$ cat config.mk
export PLATFORM = sky130hd
export DESIGN_NAME = calc_op_seq
export DESIGN_NICKNAME = d
export VERILOG_FILES = /design/src/rtl/calc_pkg.sv /design/src/rtl/div_iter.sv /design/src/rtl/calc_op_seq.sv
export SDC_FILE = /design/constraint.sdc
export NUM_CORES = 2
export LEC_CHECK = 0
export ABC_AREA = 1
export CORE_ASPECT_RATIO = 1.2
export CORE_UTILIZATION = 45
export DETAILED_ROUTE_END_ITERATION = 7
export HOLD_SLACK_MARGIN = 0.02
export PLACE_DENSITY = 0.75
export SLEW_MARGIN = 40
export SYNTH_ARGS = -nofsm -noshare
export SYNTH_HDL_FRONTEND = slang
export SYNTH_SLANG_ARGS = --single-unit
$ cat constraint.sdc
create_clock -name clk -period 12.5 [get_ports clk]
set_clock_uncertainty 0.1 [all_clocks]
set_input_delay 3.75 -clock clk [delete_from_list [all_inputs] [get_ports clk]]
set_output_delay 3.75 -clock clk [all_outputs]
set_load 0.01 [all_outputs]
$ cat src/rtl/calc_pkg.sv
// Shared opcode constants, FSM state encoding and default width for the
// calc_op_seq operation sequencer and its divider.
package calc_pkg;

    localparam int CALC_WIDTH = 32;

    localparam logic [1:0] OP_ADD = 2'b00;
    localparam logic [1:0] OP_SUB = 2'b01;
    localparam logic [1:0] OP_MUL = 2'b10;
    localparam logic [1:0] OP_DIV = 2'b11;

    typedef enum logic [1:0] {
        ST_IDLE = 2'd0,
        ST_DIV  = 2'd1,
        ST_DONE = 2'd2
    } state_t;

endpackage

$ cat src/rtl/div_iter.sv
// Unsigned restoring divider, one quotient bit per cycle. The caller owns the
// iteration count and flags the final step with 'last'.
module div_iter
    import calc_pkg::*;
#(
    parameter int WIDTH = CALC_WIDTH
) (
    input  logic             clk,
    input  logic             rst_n,
    input  logic             start,
    input  logic             last,
    input  logic [WIDTH-1:0] dividend,
    input  logic [WIDTH-1:0] divisor,
    output logic             busy,
    output logic             done,
    output logic [WIDTH-1:0] quotient,
    output logic             div_zero
);

    logic [WIDTH-1:0] work_q;
    logic [WIDTH-1:0] rem;
    logic [WIDTH-1:0] dvs;
    logic [WIDTH:0]   rem_sh;
    logic [WIDTH:0]   diff;
    logic             q_bit;
    logic [WIDTH-1:0] rem_nx;
    logic [WIDTH-1:0] work_nx;

    // A clear top bit of diff means no borrow: the divisor fits, keep the difference.
    // A zero divisor always fits, which yields the all-ones quotient by itself.
    always_comb begin
        rem_sh  = {rem, work_q[WIDTH-1]};
        diff    = rem_sh - {1'b0, dvs};
        q_bit   = ~diff[WIDTH];
        rem_nx  = q_bit ? diff[WIDTH-1:0] : rem_sh[WIDTH-1:0];
        work_nx = {work_q[WIDTH-2:0], q_bit};
    end

    assign done = busy && last;

    always_ff @(posedge clk or negedge rst_n) begin
        if (!rst_n) begin
            busy     <= 1'b0;
            work_q   <= '0;
            rem      <= '0;
            dvs      <= '0;
            quotient <= '0;
            div_zero <= 1'b0;
        end else if (start) begin
            busy     <= 1'b1;
            work_q   <= dividend;
            rem      <= '0;
            dvs      <= divisor;
            div_zero <= (divisor == '0);
        end else if (busy) begin
            work_q <= work_nx;
            rem    <= rem_nx;
            if (last) begin
                busy     <= 1'b0;
                quotient <= work_nx;
            end
        end
    end

endmodule

$ cat src/rtl/calc_op_seq.sv
// Single-request arithmetic sequencer: registers operands on accept, exposes all
// four results to a downstream 4:1 mux and handshakes the selected one out.
module calc_op_seq
    import calc_pkg::*;
#(
    parameter int WIDTH = CALC_WIDTH
) (
    input  logic             clk,
    input  logic             rst_n,
    input  logic             in_valid,
    output logic             in_ready,
    input  logic [WIDTH-1:0] op_a,
    input  logic [WIDTH-1:0] op_b,
    input  logic [1:0]       opcode,
    output logic [1:0]       sel,
    output logic [WIDTH-1:0] res_add,
    output logic [WIDTH-1:0] res_sub,
    output logic [WIDTH-1:0] res_mul,
    output logic [WIDTH-1:0] res_div,
    output logic             out_valid,
    input  logic             out_ready,
    output logic             div_by_zero
);

    localparam int              CNT_W    = (WIDTH > 1) ? $clog2(WIDTH) : 1;
    localparam logic [CNT_W-1:0] CNT_LAST = CNT_W'(WIDTH - 1);

    state_t           state;
    state_t           state_nx;
    logic [WIDTH-1:0] a_r;
    logic [WIDTH-1:0] b_r;
    logic [1:0]       op_r;
    logic [CNT_W-1:0] cnt;
    logic             dbz_r;
    logic             accept;
    logic             div_start;
    logic             div_last;
    logic             div_busy;
    logic             div_done;
    logic             div_zero;

    assign accept    = in_valid && in_ready;
    assign div_start = accept && (opcode == OP_DIV);
    assign div_last  = (state == ST_DIV) && (cnt == CNT_LAST);

    always_ff @(posedge clk or negedge rst_n) begin
        if (!rst_n) begin
            state <= ST_IDLE;
        end else begin
            state <= state_nx;
        end
    end

    always_comb begin
        state_nx  = state;
        in_ready  = 1'b0;
        out_valid = 1'b0;
        case (state)
            ST_IDLE: begin
                in_ready = 1'b1;
                if (in_valid) begin
                    state_nx = (opcode == OP_DIV) ? ST_DIV : ST_DONE;
                end
            end
            ST_DIV: begin
                if (div_done) begin
                    state_nx = ST_DONE;
                end
            end
            ST_DONE: begin
                out_valid = 1'b1;
                if (out_ready) begin
                    state_nx = ST_IDLE;
                end
            end
            default: state_nx = ST_IDLE;
        endcase
    end

    // Operands and opcode only move on accept, so busy-time requests cannot disturb them.
    always_ff @(posedge clk or negedge rst_n) begin
        if (!rst_n) begin
            a_r   <= '0;
            b_r   <= '0;
            op_r  <= OP_ADD;
            cnt   <= '0;
            dbz_r <= 1'b0;
        end else if (accept) begin
            a_r   <= op_a;
            b_r   <= op_b;
            op_r  <= opcode;
            cnt   <= '0;
            dbz_r <= 1'b0;
        end else begin
            if (div_busy) begin
                cnt <= div_last ? '0 : cnt + 1'b1;
            end
            if (div_done) begin
                dbz_r <= div_zero;
            end
        end
    end

    div_iter #(.WIDTH(WIDTH)) u_div (
        .clk      (clk),
        .rst_n    (rst_n),
        .start    (div_start),
        .last     (div_last),
        .dividend (op_a),
        .divisor  (op_b),
        .busy     (div_busy),
        .done     (div_done),
        .quotient (res_div),
        .div_zero (div_zero)
    );

    assign sel         = op_r;
    assign res_add     = a_r + b_r;
    assign res_sub     = a_r - b_r;
    assign res_mul     = a_r * b_r;
    assign div_by_zero = dbz_r;

endmodule

* Word-level counts from Yosys, hierarchy flattened
Cells that the tools add are included.
Word-level totals: word-level logic and storage cells 57, output and inout bits 133, bits of input ports 70, bits in registers 204
Operators by class: equal/unequal tests 7, reductions and logical operators 11, $add $sub $neg 4, bitwise logic cells 2, multiply operators 1, mux-type cells 20
Operator list (count):
- 32-bit two-way mux | 5
- 33-bit by 32-bit subtractor with 33-bit output | 1
- 32-bit adder | 1
- 32-bit logical NOT | 1
- 32-bit by 32-bit multiplier with 32-bit output | 1
- 32-bit subtractor | 1
- 5-bit two-way mux | 3
- 2-bit two-way mux | 4
- 1-bit two-way mux | 7
- 2-bit inequality test (second input constant) | 3
- 2-bit one-hot mux with 3 select lines | 1
- 3-bit AND reduction | 2
- 2-bit nonzero test | 3
- 5-bit by 1-bit adder with 5-bit output (second input constant) | 1
- 5-bit equality test (second input constant) | 1
- 2-bit equality test (second input constant) | 2
- 1-bit logical AND | 4
- 2-bit by 1-bit equality test with 1-bit output (second input constant) | 1
- 2-bit logical NOT | 1
- 1-bit NOT | 2

* Logic depth before layout (Yosys ltp)
depth after elaboration 6, gate-level depth with buffers 31, mapped depth without buffers 29

* Cells and area by module
From an unflattened synthesis, not the netlist that was laid out.
Unflattened totals: cells, all modules 4316, area, all modules 31092.3 sq um
By module, submodules not included:
- calc_op_seq | area an instance 23072.1 sq um, instances 1, cells each 3161, seq. area each 1851.8 sq um
- div_iter | area an instance 8020.2 sq um, instances 1, cells each 1155, seq. area each 3253.1 sq um

* Worst setup path after synthesis
Ideal clock, no wire load.
path type register -> output, start point reg b_r[2], end point out res_mul[29], data arrival time 6.431 ns, path slack 2.219 ns, data required time 8.650 ns, stages on the path, launching flop included 26, buffers on the path 2, path through dfrtp_1 clkbuf_1 clkbuf_1 nand2_1 fa_1 fa_1 fa_1 fa_1 inv_1 fa_1 inv_1 fa_1 inv_1 fa_1 fa_1 ha_1 nand2_1 nor2_1 inv_1 nor3_1 nand3_1 nand3_1 nand2_1 nand2_1 a21oi_1 xor2_1
On the way: longest elaborated chain between the ends 1
Ends and longest elaborated chain:
- start, declared | RTL line calc_op_seq.sv:31 | logic [WIDTH-1:0] b_r;
- start signal, assigned | RTL line calc_op_seq.sv:90 | b_r <= op_b;
- 32-bit by 32-bit multiplier with 32-bit output | RTL line calc_op_seq.sv:120 | assign res_mul = a_r * b_r;
- end, declared | RTL line calc_op_seq.sv:18 | output logic [WIDTH-1:0] res_mul,
Every way passes these cells.

* Final worst setup path
start point reg a_r[9], end point out res_mul[26]
On the way: longest elaborated chain between the ends 1
Ends and longest elaborated chain:
- start, declared | RTL line calc_op_seq.sv:30 | logic [WIDTH-1:0] a_r;
- start signal, assigned | RTL line calc_op_seq.sv:89 | a_r <= op_a;
- 32-bit by 32-bit multiplier with 32-bit output | RTL line calc_op_seq.sv:120
Every way passes these cells.

==> summary.txt <==
Clock tree
  • Total CTS buffers: 20
  • Root cell of the clock tree: clkbuf_16
  • CTS sink count: 204
  • Clk_lat worst skew: 530 ps
  • Worst-path clk slew: 70 ps
  • CTS H-tree depth: 1
  • CTS Buffer Depth: 3
  • CTS tree: yes

Yosys
  • Most used flip-flop cell after synthesis: dfrtp_1
  • Mean Syn Cell Area: 7.322 um^2
  • Synth unique cells: 56
  • Number of flops mapped to enable cells by yosys: 0
  • Most frequent cell after synthesis: nand2_1
  • Ys async rst share: 100.0%
  • Most frequent cells after synthesis: nand2_1 (1203), inv_1 (1055), fa_1 (411), ha_1 (219), dfrtp_1 (204)
  • Flops & latches, synth: 204
  • Area share of the largest cell type after synthesis: 26.95%
  • Yosys top cell by area: fa_1
  • Synth Net Count: 4869
  • Area of the mapped netlist: 30530 um^2
  • Synth Warn #: 0
  • Mapped Cells: 4169
  • Synth area leaders: fa_1 (27%), dfrtp_1 (17%), nand2_1 (15%), inv_1 (13%), ha_1 (9.0%)
  • Sequential area share after synthesis: 16.72%

Finish
  • Util after Layout: 50.59%
  • FF/Latch Area: 5135 um^2
  • # nets final: 4963
  • Layout cells sized above 1: 3.063%
  • # fillers: 6621
  • N_diodes: 0
  • Area of the multi-input gates: 20710 um^2
  • Layout Cells excl Fill: 5178
  • Area Overhead vs Synth: 11.27%

STA
  • Hold Vio Cnt, Final: 0
  • Count of final max-slew check failures: 0
  • Crit share post-route: 97.18%
  • Fin Setup TNS: 0 ps
  • Crit path time final: 12150 ps
  • Fmax achieved: 82.33 MHz
  • Final setup fails: 0
  • Actual slew at the worst max-slew pin: 893.9 ps
  • RSZ-0062 raised after global routing: false
  • Slew HR: 40.41%

Detailed routing
  • Post-route DRC: 0
  • Final wirelength: 97380 um
  • DR vias: 26900
  • Routed vias/inst: 5.195
  • WL/cell: 18.81 um
  • Pre-Repair DR Iteration Count: 5
  • Initial DRC Count: 2213
  • Routed Antenna Nets: 0

Floorplanning
  • I/O pins: 203
  • Core area: 67140 um^2
  • Chip Width: 239.8 um
  • Die Ht: 287.3 um
  • Die ar.: 68890 um^2
  • Std-Cell Rows: 104
  • Starting Density: 45.46%

Placement
  • Number of port buffers: 202
  • Placed cells: 5142
  • GPL Wtd Cong: 1.011
  • Dpl hpwl: 79390 um

Critical path
  • Crit path top cell by count: fa_1
  • CP peak stage delay: 850 ps
  • CP arrival: 8300 ps
  • Critical path peak fanout: 16
  • Crit start category: register
  • Worst setup EP type: primary output
  • CP Data Required Time: 8650 ps
  • Crit Path Category: reg2out
  • Crit path max-delay cell type: dfrtp_1

Global routing
  • First-pass GRT wire length: 152300 um
  • GRT Overall Usage: 28.74%
  • GRT overflow: 0
  • Vias in the first global route: 28080
  • Initial antenna violation count: 0
  • Pin count of the biggest net entering global routing: 75

Hold path
  • HP Class: reg2reg

Run status
  • Status: complete, no violations

Flow run
  • Max-cap violation count: 0
[per-layer routing]
| layer | global-route usage, % | vias up | share of wire [%] |
|---|---|---|---|
| li1 | - | 12520 | - |
| met1 | 34.50 | 13120 | 38 |
| met2 | 50.72 | 1023 | 50 |
| met3 | 3.390 | 237 | 6.9 |
| met4 | 14.17 | 0 | 5.4 |
| met5 | 0 | - | 0 |
[worst paths after layout]
kind / from / endpoint / slack (ps) / cells past startpoint
worst max-delay path: a_r[9] / res_mul[26] / 350 / 28
worst min-delay path: u_div.quotient[6] / u_div.quotient[6] / 370 / 2
worst max register to register: state[1] / u_div.rem[31] / 9100 / 12
worst min register to register: u_div.quotient[6] / u_div.quotient[6] / 370 / 2
max in group asynchronous: rst_n / b_r[4] / 8040 / 2
min in group asynchronous: rst_n / u_div.dvs[8] / 3130 / 1
[flip-flops by register name (all words and copies together), names as in the netlist]
| register | count |
|---|---|
| a_r | 32 |
| b_r | 32 |
| cnt | 5 |
| div_by_zero | 1 |
| sel | 2 |
| state | 2 |
| u_div.busy | 1 |
| u_div.div_zero | 1 |
| u_div.dvs | 32 |
| u_div.quotient | 32 |
| u_div.rem | 32 |
| u_div.work_q | 32 |
[final cells by class]
class | instances | area share (%)
multi-input combinational | 2731 | 60.97
sequential | 204 | 15.12
inverter | 1060 | 11.72
timing repair buffer | 246 | 6.995
tap | 901 | 3.319
clock buffer | 28 | 1.650
clock inverter | 8 | 0.2284
[kinds of logic (layout without fill, tap and decap cells)]
kind of cell               Yosys count  after routing  share of synthesized area, %
AOI/OAI and AO/OA                  430            430                         8.226
xor gates and xnor gates           114            114                         3.271
adders and majority gates          630            630                         35.93
buffers and inverters             1234           1342                         15.48
DFF                                204            204                         16.72
and+or+nand+nor                   1557           1557                         20.37
[cell usage in the layout, fill, tap and decap left out, types with 8 or more instances in the layout]
cell	count
nand2_1	1201
inv_1	1054
fa_1	411
ha_1	219
clkdlybuf4s50_1	201
dfrtp_1	180
o21ai_0	154
nor2_1	144
nand3_1	134
a21oi_1	129
xor2_1	90
buf_4	41
o22ai_1	31
o221ai_1	30
xnor2_1	24
dfrtp_2	24
nor3_1	21
clkbuf_16	20
o21bai_1	17
nand4_1	16
a21o_1	13
nand3b_1	11
o21ai_1	10
a31oi_1	10
o21a_1	8
nand2_2	8
[through the flow]
| stage | setup slack (ps) | hold slack, ps | area (um^2) |
|---|---|---|---|
| 4_1_cts | 319.8 | 374.4 | 33960 |
| 2_1_floorplan | 2219 | 359.0 | 30530 |
| 3_3_place_gp | 738.3 | 354.9 | 33280 |
| 6_report | 353.0 | 369.9 | 33970 |
| 3_5_place_dp | 901.9 | 358.2 | 33320 |
| 5_1_grt | 26.66 | 385.8 | 33970 |
[worst max-delay path, delay by kind of cell, from the launching register on]
kind | cells | cell delay (ps)
xor gates and xnor gates | 1 | 140
and+or+nand+nor | 10 | 1500
DFF | 1 | 850
adders and majority gates | 9 | 3950
buffers and inverters | 8 | 1300
[repair_timing]
| item | 4_1_cts | 5_1_grt |
|---|---|---|
| buffers inserted | 0 | 0 |
| gates resized for setup | 0 | 1 |
| endpoints found under the setup margin | 0 | 1 |
| hold buffers | 0 | 0 |
Power is not shown: default switching activity piles up to over one toggle a cycle in this logic, so the estimate is an artifact.
